File: config.mk
export PLATFORM = sky130hd
export DESIGN_NAME = stopwatch_uart_tx
export DESIGN_NICKNAME = d
export VERILOG_FILES = /design/src/rtl/stopwatch_uart_tx_pkg.sv /design/src/rtl/stopwatch_uart_tx_bcd_to_ascii.sv /design/src/rtl/stopwatch_uart_tx.sv
export SDC_FILE = /design/constraint.sdc
export NUM_CORES = 1
export LEC_CHECK = 0
export BUFFER_PORTS_ARGS = -buffer_cell sky130_fd_sc_hd__buf_2
export CAP_MARGIN = 5
export CORE_ASPECT_RATIO = 1.2
export CORE_MARGIN = 4
export CORE_UTILIZATION = 59
export CTS_CLUSTER_SIZE = 10
export DETAILED_ROUTE_END_ITERATION = 10
export PLACE_DENSITY_LB_ADDON = 0.2
export SLEW_MARGIN = 30
export SYNTH_ARGS = -nofsm -noshare
export SYNTH_HDL_FRONTEND = slang
export SYNTH_HIERARCHICAL = 1
export SYNTH_SLANG_ARGS = --single-unit
File: constraint.sdc
create_clock -name clk -period 5.5 [get_ports clk]
set_clock_uncertainty 0.1 [all_clocks]
set_input_delay 0.825 -clock clk [delete_from_list [all_inputs] [get_ports clk]]
set_output_delay 0.825 -clock clk [all_outputs]
set_load 0.005 [all_outputs]
File: src/rtl/stopwatch_uart_tx_pkg.sv
// Shared types and constants for the stopwatch UART transmit path.
// Contents: tx_state_t (frame FSM states) and the ASCII codes used to build
// a "MM:SS.CC[\r\n]" frame.
package sw_pkg;

  typedef enum logic [2:0] {
    IDLE      = 3'd0,
    LOAD      = 3'd1,
    STROBE    = 3'd2,
    WAIT_DROP = 3'd3,
    WAIT_RDY  = 3'd4
  } tx_state_t;

  localparam logic [7:0] ASCII_0     = 8'h30;
  localparam logic [7:0] ASCII_COLON = 8'h3A;
  localparam logic [7:0] ASCII_DOT   = 8'h2E;
  localparam logic [7:0] ASCII_Q     = 8'h3F;
  localparam logic [7:0] ASCII_CR    = 8'h0D;
  localparam logic [7:0] ASCII_LF    = 8'h0A;

endpackage

File: src/rtl/stopwatch_uart_tx_bcd_to_ascii.sv
// Combinational BCD digit to ASCII converter.
// Ports:
//   bcd_i   [3:0] BCD nibble
//   ascii_o [7:0] '0'..'9' for 0-9, '?' for the non-BCD codes 0xA-0xF
module bcd_to_ascii
  import sw_pkg::*;
(
  input  logic [3:0] bcd_i,
  output logic [7:0] ascii_o
);

  always_comb begin
    ascii_o = ASCII_Q;
    if (bcd_i <= 4'd9) begin
      ascii_o = ASCII_0 + {4'b0000, bcd_i};
    end
  end

endmodule

File: src/rtl/stopwatch_uart_tx.sv
// Stopwatch time snapshot transmitter: sends "MM:SS.CC" (plus "\r\n" when
// SEND_CRLF=1) one byte at a time over a txdata/txclk/txready UART port.
// Ports:
//   clk        system clock
//   nRst_i     synchronous active-low reset
//   send_i     one-cycle request to snapshot digits_i and send a frame
//   digits_i   [23:0] BCD time, [23:20] = minute tens ... [3:0] = centisec ones
//   txready_i  UART can accept a byte (level)
//   txdata_o   [7:0] byte on offer, stable through the txclk_o pulse
//   txclk_o    one-cycle strobe, UART latches txdata_o
//   busy_o     frame in progress
//   overrun_o  sticky: send_i seen while busy_o=1, cleared only by reset
module stopwatch_uart_tx
  import sw_pkg::*;
#(
  parameter bit SEND_CRLF = 1'b1
) (
  input  logic        clk,
  input  logic        nRst_i,
  input  logic        send_i,
  input  logic [23:0] digits_i,
  input  logic        txready_i,
  output logic [7:0]  txdata_o,
  output logic        txclk_o,
  output logic        busy_o,
  output logic        overrun_o
);

  localparam logic [3:0] LAST = SEND_CRLF ? 4'd9 : 4'd7;

  tx_state_t   state_q, state_d;
  logic [3:0]  idx_q, idx_d;
  logic [23:0] snap_q, snap_d;
  logic [7:0]  txdata_q, txdata_d;
  logic        overrun_q, overrun_d;

  logic [3:0]  nibble;
  logic [7:0]  digit_ascii;
  logic [7:0]  frame_byte;

  // Digit positions in the frame: 0,1 minutes; 3,4 seconds; 6,7 centiseconds.
  always_comb begin
    nibble = '0;
    case (idx_q)
      4'd0:    nibble = snap_q[23:20];
      4'd1:    nibble = snap_q[19:16];
      4'd3:    nibble = snap_q[15:12];
      4'd4:    nibble = snap_q[11:8];
      4'd6:    nibble = snap_q[7:4];
      4'd7:    nibble = snap_q[3:0];
      default: nibble = '0;
    endcase
  end

  bcd_to_ascii u_bcd_to_ascii (
    .bcd_i   (nibble),
    .ascii_o (digit_ascii)
  );

  always_comb begin
    frame_byte = '0;
    case (idx_q)
      4'd0, 4'd1, 4'd3, 4'd4, 4'd6, 4'd7: frame_byte = digit_ascii;
      4'd2:    frame_byte = ASCII_COLON;
      4'd5:    frame_byte = ASCII_DOT;
      4'd8:    frame_byte = ASCII_CR;
      4'd9:    frame_byte = ASCII_LF;
      default: frame_byte = '0;
    endcase
  end

  always_comb begin
    state_d   = state_q;
    idx_d     = idx_q;
    snap_d    = snap_q;
    txdata_d  = txdata_q;
    // Any request outside IDLE is dropped, including the cycle busy_o falls.
    overrun_d = overrun_q | (send_i & (state_q != IDLE));

    case (state_q)
      IDLE: begin
        if (send_i) begin
          snap_d  = digits_i;
          idx_d   = '0;
          state_d = LOAD;
        end
      end
      LOAD: begin
        if (idx_q > LAST) begin
          state_d = IDLE;
        end else begin
          txdata_d = frame_byte;
          if (txready_i) begin
            state_d = STROBE;
          end
        end
      end
      STROBE: begin
        state_d = WAIT_DROP;
      end
      WAIT_DROP: begin
        // Wait for the UART to acknowledge by dropping ready, so one ready
        // window never sees two strobes.
        if (!txready_i) begin
          state_d = WAIT_RDY;
        end
      end
      WAIT_RDY: begin
        if (txready_i) begin
          if (idx_q >= LAST) begin
            state_d = IDLE;
          end else begin
            idx_d   = idx_q + 4'd1;
            state_d = LOAD;
          end
        end
      end
      default: begin
        state_d = IDLE;
      end
    endcase
  end

  always_ff @(posedge clk) begin
    if (!nRst_i) begin
      state_q   <= IDLE;
      idx_q     <= '0;
      snap_q    <= '0;
      txdata_q  <= '0;
      overrun_q <= 1'b0;
    end else begin
      state_q   <= state_d;
      idx_q     <= idx_d;
      snap_q    <= snap_d;
      txdata_q  <= txdata_d;
      overrun_q <= overrun_d;
    end
  end

  assign txdata_o  = txdata_q;
  assign txclk_o   = (state_q == STROBE);
  assign busy_o    = (state_q != IDLE);
  assign overrun_o = overrun_q;

endmodule

== Word-level counts from Yosys, hierarchy flattened ==
Cells that the tools add are included.

* Register bits after elaboration: 40
* Bits of input ports: 28
* Output and inout port bits: 11

* Equal/unequal tests: 18
* Add/subtract/negate cells: 2
* Bitwise logic cells: 3
* Magnitude comparators: 3
* Muxes and demuxes: 14
* Reduce and logical (&&, ||, !) cells: 9

{| class="wikitable"
|+ Operator list
! operator !! count
|-
| case mux 8 bit (5 select lines) || 1
|-
| case mux 4 bit (6 select lines) || 1
|-
| equality test 4 x 3 -> 1 bit (second input constant) || 4
|-
| two-way mux 3 bit || 5
|-
| case mux 3 bit (5 select lines) || 1
|-
| two-way mux 4 bit || 3
|-
| equality test 4 x 2 -> 1 bit (second input constant) || 2
|-
| equality test 4 bit (second input constant) || 2
|-
| two-way mux 8 bit || 1
|-
| inequality test 2 bit (second input constant) || 4
|-
| case mux 4 bit (2 select lines) || 1
|-
| AND reduction 4 bit || 2
|-
| adder 6 x 4 -> 7 bit (first input constant) || 1
|-
| equality test 3 x 2 -> 1 bit (second input constant) || 2
|-
| OR reduction 6 bit || 1
|-
| adder 4 x 1 -> 4 bit (second input constant) || 1
|-
| equality test 4 x 1 -> 1 bit (second input constant) || 1
|-
| >= comparator 4 bit (second input constant) || 1
|-
| > comparator 4 bit (second input constant) || 1
|-
| less-or-equal comparator 4 bit (second input constant) || 1
|-
| logical NOT 4 bit || 1
|-
| AND reduction 2 bit || 2
|-
| equality test 3 x 1 -> 1 bit (second input constant) || 1
|-
| equality test 3 bit (second input constant) || 1
|-
| other kinds (8) || 8
|}

== Longest topological paths before layout ==
Gate-level depths: netlist of run 1.

* Depth in word-level cells: 5
* Gate-level depth with buffers: 12

== Hierarchy ==
Netlist of run 1, hierarchy kept.

{| class="wikitable"
|+ By module, submodules not included
! module !! area each (µm²) !! cells an instance !! times used !! seq. area each (µm²)
|-
| stopwatch_uart_tx || 1954.4 || 248 || 1 || 800.8
|-
| bcd_to_ascii || 67.6 || 11 || 1 || 0.0
|}

== Least setup slack after synthesis of run 1 ==
No wires, ideal clock.

* Kind: reg2reg
* Start point: register idx_q[0]
* End point: register txdata_q[2], in the netlist txdata_o[2]
* Stages on the path, launching flop included: 13
* Arrival time: 1864 ps
* Library setup time: 132 ps
* Clock period less this slack: 2096 ps
* Slack: 3404 ps
* Path buffers: 1
* Path through: dfxtp_1 inv_1 ha_1 clkbuf_1 a221oi_1 a21oi_1 a21oi_1 nor2_1 a21o_1 nand2b_1 a21oi_1 o31ai_1 a21oi_1

* Longest elaborated chain between the ends: 5

{| class="wikitable"
|+ Ends and longest elaborated chain
! what !! line !! text
|-
| from (decl) || stopwatch_uart_tx.sv:32 || <nowiki>logic [3:0] idx_q, idx_d;</nowiki>
|-
| from (signal assigned) || stopwatch_uart_tx.sv:133 || <nowiki>idx_q <= idx_d;</nowiki>
|-
| equality test 4 x 3 -> 1 bit, or another cell as far along || stopwatch_uart_tx.sv:44 || <nowiki>case (idx_q)</nowiki>
|-
| case mux 4 bit (6 select lines) (*) || stopwatch_uart_tx.sv:44 ||
|-
| via nibble[1] || stopwatch_uart_tx.sv:37 || <nowiki>logic [3:0] nibble;</nowiki>
|-
| adder 6 x 4 -> 7 bit / less-or-equal comparator 4 bit (equally long branches) || stopwatch_uart_tx_bcd_to_ascii.sv:15, stopwatch_uart_tx_bcd_to_ascii.sv:14 ||
|-
| two-way mux 8 bit (*) || stopwatch_uart_tx_bcd_to_ascii.sv:14 || <nowiki>if (bcd_i <= 4'd9) begin</nowiki>
|-
| via digit_ascii[2] || stopwatch_uart_tx.sv:38 || <nowiki>logic [7:0] digit_ascii;</nowiki>
|-
| case mux 8 bit (5 select lines) (*) || stopwatch_uart_tx.sv:62 || <nowiki>case (idx_q)</nowiki>
|-
| to (signal assigned) || stopwatch_uart_tx.sv:135 || <nowiki>txdata_q <= txdata_d;</nowiki>
|-
| to (decl) || stopwatch_uart_tx.sv:34 || <nowiki>logic [7:0] txdata_q, txdata_d;</nowiki>
|}

Mark *: on every way through the listed nets, which the timed path passes. The rest lies on a longest branch.
A chain may end at the register's enable or synchronous reset.

== Final worst setup path of run 1 ==
* Start point: register idx_q[1]
* End point: register txdata_q[2], in the netlist txdata_o[2]

* Longest elaborated chain between the ends: 5

{| class="wikitable"
|+ Ends and longest elaborated chain
! what !! line
|-
| equality test 4 x 3 -> 1 bit, or another cell as far along || stopwatch_uart_tx.sv:44
|-
| case mux 4 bit (6 select lines) (*) || stopwatch_uart_tx.sv:44
|-
| via nibble[3] || stopwatch_uart_tx.sv:37
|-
| less-or-equal comparator 4 bit (*) || stopwatch_uart_tx_bcd_to_ascii.sv:14
|-
| two-way mux 8 bit (*) || stopwatch_uart_tx_bcd_to_ascii.sv:14
|-
| via digit_ascii[2] || stopwatch_uart_tx.sv:38
|-
| case mux 8 bit (5 select lines) (*) || stopwatch_uart_tx.sv:62
|}

Marked as above.

==> flow_summary.json, run 1 <==
{
  "postLayoutCoreUtil_pct": 68.1,
  "clkTransAtPathRegs_ps": 80,
  "port_buffers": 38,
  "tightestPinTransition_ps": 828,
  "grt_max_degree": 27,
  "cap_violations": 0,
  "boundaryPins": 39,
  "grt.overflow.total": 0,
  "yosysSeqAreaShare_pct": 39.6,
  "max_freq_mhz": 416,
  "die_h_um": 72.1,
  "crit_arrival_ps": 2470,
  "tritoncts": "done",
  "syn_inst": 259,
  "grt_pass1_wl_um": 7380,
  "cts_buffers": 5,
  "ys.flop_type": "dfxtp_1",
  "area_growth_pct": 11.5,
  "finalMaxSlewViolations": 0,
  "die-area_um2": 4430,
  "synth-seq-cells": 40,
  "remaining_drc_errors": 0,
  "diodes": 0,
  "status": "completed",
  "vdd_ir_drop_max_mv": 0.279,
  "power_density_nw_per_um2": 372,
  "setup-violations-final": 0,
  "hold_violations": 0,
  "root_buffer": "clkbuf_8",
  "synthArstFlopShare_pct": 0,
  "first_iter_violations": 103,
  "clkLatencyLatePin_ps": 290,
  "fillers": 285,
  "synth.distinct_cells": 45,
  "rsz0062_at_grt": "false",
  "endpoint_kind": "flop",
  "avgViaCountPerCell": 5.51,
  "ant_nets": 0,
  "drive_above_1_share_pct": 19.9,
  "dp_hpwl_um": 3020,
  "p_leak_nw": 0.948,
  "syn_area_per_cell_um2": 7.81,
  "die_x_um": 61.4,
  "gp_congestion": 0.827,
  "slew_headroom_pct": 44.7,
  "critPathRequiredTime_ps": 5570,
  "tns_ps": 0,
  "vias": 1752,
  "path_class": "flop to flop",
  "cts.htree.levels": 2,
  "grt_pass1_vias": 1684,
  "drt-total-wl_um": 4280,
  "fin_crit_ps": 2400,
  "drt_first_pass_iters": 4,
  "syn-cell-area_um2": 2020,
  "clockBufferDepth": 2,
  "coreArea_um2": 3310,
  "rrSetupSlack_ps": 3100,
  "crit_fanout": 10,
  "grt_use_total_pct": 22.0,
  "cts_sinks": 40,
  "post_drt_wl_per_cell_um": 13.5,
  "final_common_cell": "nand2_1",
  "nets": 314,
  "rows": 23,
  "min_period_over_period_pct": 43.7,
  "hold_buffers": 0,
  "ys_warn_count": 6,
  "start_util_pct": 61.1,
  "final_cell_mix": "nand2_1, a21oi_1, dfxtp_1",
  "antenna_found_initial": 0,
  "hp-class": "flop to flop",
  "cp-start-kind": "flop",
  "post_cts_buffers": 0,
  "cts_resized": 0,
  "synth_edf_count": 0
}
[synth_stat cells, types with 4 or more instances]
cell type / count / area share (%)
a21oi_1: 43 / 11
and3_1: 4 / 1.2
buf_2: 6 / 1.5
a22oi_1: 4 / 1.5
mux2_2: 5 / 2.8
clkbuf_1: 14 / 2.6
buf_4: 4 / 1.5
ha_1: 5 / 3.1
nor3_1: 5 / 1.2
inv_1: 9 / 1.7
nand2_1: 63 / 12
o21ai_0: 4 / 0.99
dfxtp_1: 40 / 40
mux2i_1: 5 / 2.5
nor2_1: 8 / 1.5
[registers in the layout, summed over array words and instances, names as in the netlist]
signal     count
txdata_o       8
idx_q          4
state_q        3
snap_q        24
overrun_o      1
[routing by layer]
layer  up-vias  track usage, %  part of all wire (%)
met5         -               0                     0
met4         0            6.84                   1.8
met3         9            6.41                   5.1
met2        38            36.9                    49
met1       780            26.6                    44
li1        925               -                     -
[cells by family (layout without fill, tap and decap cells)]
group	after synthesis	after routing	synth area share, %
compound gates	76	76	24.2
xor+xnor	1	1	0.433
fa+ha+maj	5	5	3.09
buf+inv	35	55	7.98
flops	40	40	39.6
mux	10	10	5.26
other cells	2	4	0.371
simple gates	90	90	19.1
[critical path, cell delays in order, from the launching register on]
cell      delay [ps]
dfxtp_1          400
inv_1            100
ha_1             320
a22o_2           300
a211oi_1         290
a311oi_1         140
a21o_1           250
nand2b_1          60
a21oi_1           40
o31ai_1          200
a21oi_1           90
[per-stage QoR]
step / instance area, µm² / setup slack, ps / hold slack, ps / std cells / power, W
after floorplan: 2030 / 3400 / 332 / 261 / 0.000571
after global placement: 2150 / 3150 / 341 / 311 / 0.000627
after detailed placement: 2150 / 3010 / 344 / 311 / 0.000635
after CTS: 2240 / 2980 / 355 / 318 / 0.000841
after global routing: 2250 / 2960 / 375 / 318 / 0.000903
final: 2250 / 3100 / 355 / 318 / 0.000839
[where the power goes]
part / internal, W / leakage (nW) / switching (W)
Combinational: 0.000101 / 0.570 / 0.000142
Clock: 0.000112 / 0.0503 / 0.0000953
Sequential: 0.000345 / 0.327 / 0.0000449
Total: 0.000557 / 0.948 / 0.000282
[final timing paths]
path,start,end,cells after the start
max reg2reg,idx_q[1],txdata_o[2],10
min,snap_q[22],snap_q[22],2
min reg2reg,snap_q[22],snap_q[22],2
max,idx_q[1],txdata_o[2],10
[area by class of cell]
type	count	area, µm²	area share, %
inverters	9	33.8	1.50
repair buffers	39	198	8.77
clock buffers	7	96.3	4.27
flip-flops and latches	40	801	35.5
well taps	37	46.3	2.05
multi-input cells	186	1080	47.9
Note: power is estimated with default switching activity, not from simulation.
==> inputs of run 2 (changes only) <==
- CORE_UTILIZATION: 59 -> 49
- clock period: 5.5 -> 1.9 ns (I/O delays scaled with it)
==> flow_summary.json, run 2 (synthesized netlist as in run 1, its figures left out) <==
{
  "grt_pass1_vias": 1850,
  "startpoint": "idx_q[0]",
  "endpoint_kind": "flop",
  "crit_fanout": 6,
  "drt-total-wl_um": 4720,
  "diodes": 0,
  "regArea_um2": 810,
  "grt.overflow.total": 0,
  "rows": 25,
  "rr_startpoint": "idx_q[0]",
  "nets": 348,
  "cts_sinks": 40,
  "drive_above_1_share_pct": 34.5,
  "setup_ws_ps": -124,
  "gp_congestion": 0.840,
  "clkLatencyLatePin_ps": 280,
  "worstPathCellList": "buf_6 > ha_4 > or3b_4 > a2111oi_4 > buf_4 > mux2i_1 > nor2_1",
  "grt_use_total_pct": 20.0,
  "dp.cells": 353,
  "path_class": "flop to flop",
  "die_x_um": 66.6,
  "vdd_ir_drop_max_mv": 0.609,
  "setup-violations-final": 8,
  "slew_headroom_pct": 62.4,
  "min_period_over_period_pct": 107,
  "internal-power_w": 0.00170,
  "p_seq_share_pct": 43.1,
  "fin_crit_ps": 2020,
  "start_util_pct": 50.9,
  "rsz0062_at_grt": "true",
  "power_density_nw_per_um2": 967,
  "cap_violations": 0,
  "violations": "setup timing",
  "finalMaxSlewViolations": 0,
  "port_buffers": 38,
  "max_freq_mhz": 494,
  "clkTransAtPathRegs_ps": 80,
  "cts_buffers": 5,
  "status": "finished with violations",
  "multi_input_area_um2": 1180,
  "cp_slowest_stage_delay_ps": 400,
  "clockBufferDepth": 2,
  "hp-class": "input pin to flop",
  "first_iter_violations": 79,
  "ant_nets": 0,
  "largest_reg_flops": 24,
  "post_drt_wl_per_cell_um": 12.8,
  "remaining_drc_errors": 0,
  "drt_first_pass_iters": 5,
  "layout.cells.non_filler": 370,
  "p_total_w": 0.00257,
  "boundaryPins": 39,
  "tightestPinTransition_ps": 563,
  "min_from": "txready_i",
  "switchingPower_w": 0.000869,
  "die_h_um": 78.4,
  "cp-start-kind": "flop",
  "crit_family": "simple AND/OR/NAND/NOR gates",
  "pre_cts_slack_ps": -102,
  "grt_max_degree": 27,
  "root_buffer": "clkbuf_8",
  "final_common_cell": "nand2_1",
  "fillers": 356,
  "antenna_found_initial": 0,
  "critical_path_buf_inv_count": 2,
  "p_sw_share_pct": 33.9,
  "die-area_um2": 5220,
  "combPwrFrac_pct": 34.5,
  "final_cell_mix": "nand2_1, a21oi_1, buf_2",
  "cts.htree.levels": 2,
  "largest-register": "snap_q",
  "grt_pass1_wl_um": 8270,
  "vias": 1897,
  "critPathRequiredTime_ps": 1980,
  "crit_arrival_ps": 2110,
  "tns_ps": -531,
  "avgViaCountPerCell": 5.13,
  "clkPwrFrac_pct": 22.4,
  "coreArea_um2": 3970,
  "dp_hpwl_um": 3330,
  "hold_violations": 0,
  "slowest_stage": "or3b_4",
  "p_leak_nw": 1.15,
  "tritoncts": "done",
  "area_growth_pct": 31.3
}
[run 2: cell count changes in the layout (fill, tap and decap cells not counted), sizes merged]
cell	previous run	this run
buf	39	73
clkbuf	7	6
clkinv	0	2
[run 2: worst paths after layout]
kind | slack, ps | end | cells past startpoint
max | -120 | idx_q[1] | 7
max reg2reg | -120 | idx_q[1] | 7
min | 120 | state_q[2] | 2
min reg2reg | 350 | txdata_o[5] | 2
[run 2: power groups by stage]
stage	combinational (W)	clock [W]	sequential, W
after detailed placement	0.000819	0	0.00112
after global placement	0.000811	0	0.00112
after floorplan	0.000581	0	0.00108
after CTS	0.000859	0.000593	0.00110
final	0.000886	0.000573	0.00111
after global routing	0.00101	0.000642	0.00113
[run 2: layer usage]
layer	track usage (%)	vias up	share of wire (%)	wire, µm
met5	0	-	0	0
met4	5.49	0	0.61	29
met3	4.29	6	4.4	206
met2	33.3	44	49	2310
met1	25.7	858	46	2170
li1	-	989	-	-
[run 2: per-stage QoR]
stage	hold slack [ps]	area, µm²	util (%)
floorplan	264	2070	-
global placement	341	2380	60.0
detailed placement	345	2380	60.0
CTS	110	2560	64.6
global route	105	2650	66.8
finish	123	2650	66.8
[run 2: worst reg2reg max path: stages (launching register included)]
cell,delay [ps]
dfxtp_4,370
buf_6,120
ha_4,170
or3b_4,400
a2111oi_4,340
buf_4,190
mux2i_1,180
nor2_1,50
[run 2: repair_timing]
item / in CTS / in global routing
cloned: 1 / 0
pin swaps: 5 / 6
resized for setup: 14 / 11
buffers inserted: 3 / 5
hold buffers: 0 / 0
endpoints found under the setup margin: 10 / 13
[run 2: area by class of cell]
cell class                      count  area share, %
Timing Repair Buffer               73           17.5
Clock buffer                        6           3.11
Tap cell                           54           2.55
Sequential cell                    40           30.5
Clock inverter                      2          0.377
Inverter                            9           1.46
Multi-Input combinational cell    186           44.5
==> inputs of run 3 (changes only) <==
- CORE_UTILIZATION: 49 -> 60
- CTS_BUF_LIST: default -> sky130_fd_sc_hd__clkbuf_8
- clock period: 1.9 -> 2.6 ns (I/O delays scaled with it)
==> flow_summary.json, run 3 (synthesized netlist as in run 1, its figures left out) <==
{
  "status": "completed",
  "boundaryPins": 39,
  "grt.overflow.total": 0,
  "multi_input_area_um2": 1070,
  "port_buffers": 38,
  "fin_crit_ps": 2340,
  "hp-class": "input pin to flop",
  "crit_arrival_ps": 2420,
  "slowest_stage": "dfxtp_1",
  "pre_cts_slack_ps": 350,
  "cp-start-kind": "flop",
  "tightestPinTransition_ps": 627,
  "coreArea_um2": 3140,
  "setup_ws_ps": 256,
  "path_class": "flop to flop",
  "cts_sinks": 40,
  "dp_hpwl_um": 3020,
  "remaining_drc_errors": 0,
  "slew_headroom_pct": 58.2,
  "antenna_found_initial": 0,
  "vias": 1814,
  "crit_fanout": 10,
  "nets": 318,
  "tns_ps": 0,
  "critPathRequiredTime_ps": 2680,
  "cap_violations": 0,
  "worstPathCellList": "inv_1 > ha_1 > a22o_2 > a211oi_1 > a311oi_1 > a21o_1 > nand2b_1 > a21oi_1 > o31ai_1 > a21oi_1",
  "cp_common_cell": "a21oi_1",
  "post_drt_wl_per_cell_um": 13.1,
  "place_area_um2": 2170,
  "clockBufferDepth": 2,
  "die-area_um2": 4370,
  "cts_resized": 0,
  "start_util_pct": 64.4,
  "cts_buffers": 5,
  "tritoncts": "done",
  "power_density_nw_per_um2": 877,
  "ant_nets": 0,
  "max_freq_mhz": 427,
  "gp_congestion": 0.855,
  "die_x_um": 61.0,
  "hold_violations": 0,
  "largest_reg_flops": 24,
  "clkTransAtPathRegs_ps": 80,
  "p_leak_nw": 0.995,
  "critical_path_buf_inv_count": 1,
  "cp_slowest_stage_delay_ps": 420,
  "post_cts_buffers": 0,
  "area_growth_pct": 15.4,
  "drt_first_pass_iters": 4,
  "endpoint_kind": "flop",
  "rsz0062_at_grt": "false",
  "die_h_um": 71.6,
  "first_iter_violations": 113,
  "setup-violations-final": 0,
  "grt_use_total_pct": 22.2,
  "vdd_ir_drop_max_mv": 0.771,
  "drive_above_1_share_pct": 21.3,
  "grt_max_degree": 27,
  "grt_pass1_wl_um": 7370,
  "postLayoutCoreUtil_pct": 74.4,
  "hold_buffers": 0,
  "final_common_cell": "nand2_1",
  "crit_family": "compound AO/OA/AOI/OAI gates",
  "cts.htree.levels": 2,
  "diodes": 0,
  "drt-total-wl_um": 4230,
  "finalMaxSlewViolations": 0,
  "root_buffer": "clkbuf_8",
  "final_cell_mix": "nand2_1, a21oi_1, dfxtp_1",
  "largest-register": "snap_q",
  "avgViaCountPerCell": 5.63,
  "fin_area_um2": 2330,
  "p_total_w": 0.00205,
  "rows": 22,
  "clkLatencyLatePin_ps": 290,
  "min_period_over_period_pct": 90.2,
  "regArea_um2": 801,
  "grt_pass1_vias": 1639,
  "fillers": 258
}
[run 3: cell count changes in the layout (fill, tap and decap cells not counted), moves of 3 or more]
| cell | change |
|---|---|
| buf_4 | -27 |
| a21oi_1 | +3 |
| a21oi_2 | -3 |
| buf_6 | -3 |
| bufinv_16 | +3 |
| dfxtp_1 | +3 |
| ha_1 | +3 |
| ha_4 | -3 |
[run 3: where the power goes]
part	leakage [nW]	switching (W)	total (W)	internal, W
combinational	0.589	0.000301	0.000530	0.000229
clock	0.0784	0.000218	0.000698	0.000480
sequential	0.327	0.0000905	0.000820	0.000729
total	0.995	0.000609	0.00205	0.00144
[run 3: metal layers]
metal | global-route usage [%] | routed length [µm] | vias up
met4 | 11.6 | 133 | 0
met5 | 0 | 0 | -
li1 | - | - | 931
met2 | 33.8 | 2070 | 41
met3 | 5.77 | 203 | 13
met1 | 28.3 | 1820 | 829
[run 3: area by class of cell]
type	instances	share of cell area, %
Clock buffer	5	2.95
Clock inverter	3	3.86
Inverter	9	1.45
Multi-Input combinational cell	186	45.7
Sequential cell	40	34.3
Tap cell	36	1.93
Timing Repair Buffer	43	9.76
[run 3: worst paths after layout]
path	start	end	slack (ps)	depth (start not counted)
worst max-delay path	idx_q[1]	txdata_o[2]	260	10
worst max register to register	idx_q[1]	txdata_o[2]	260	10
worst min-delay path	txready_i	state_q[2]	220	2
worst min register to register	snap_q[22]	snap_q[22]	360	2
[run 3: stage by stage]
stage / instances / hold slack [ps]
2_1_floorplan: 261 / 332
3_3_place_gp: 314 / 340
3_5_place_dp: 314 / 345
4_1_cts: 322 / 209
5_1_grt: 322 / 213
6_report: 322 / 218
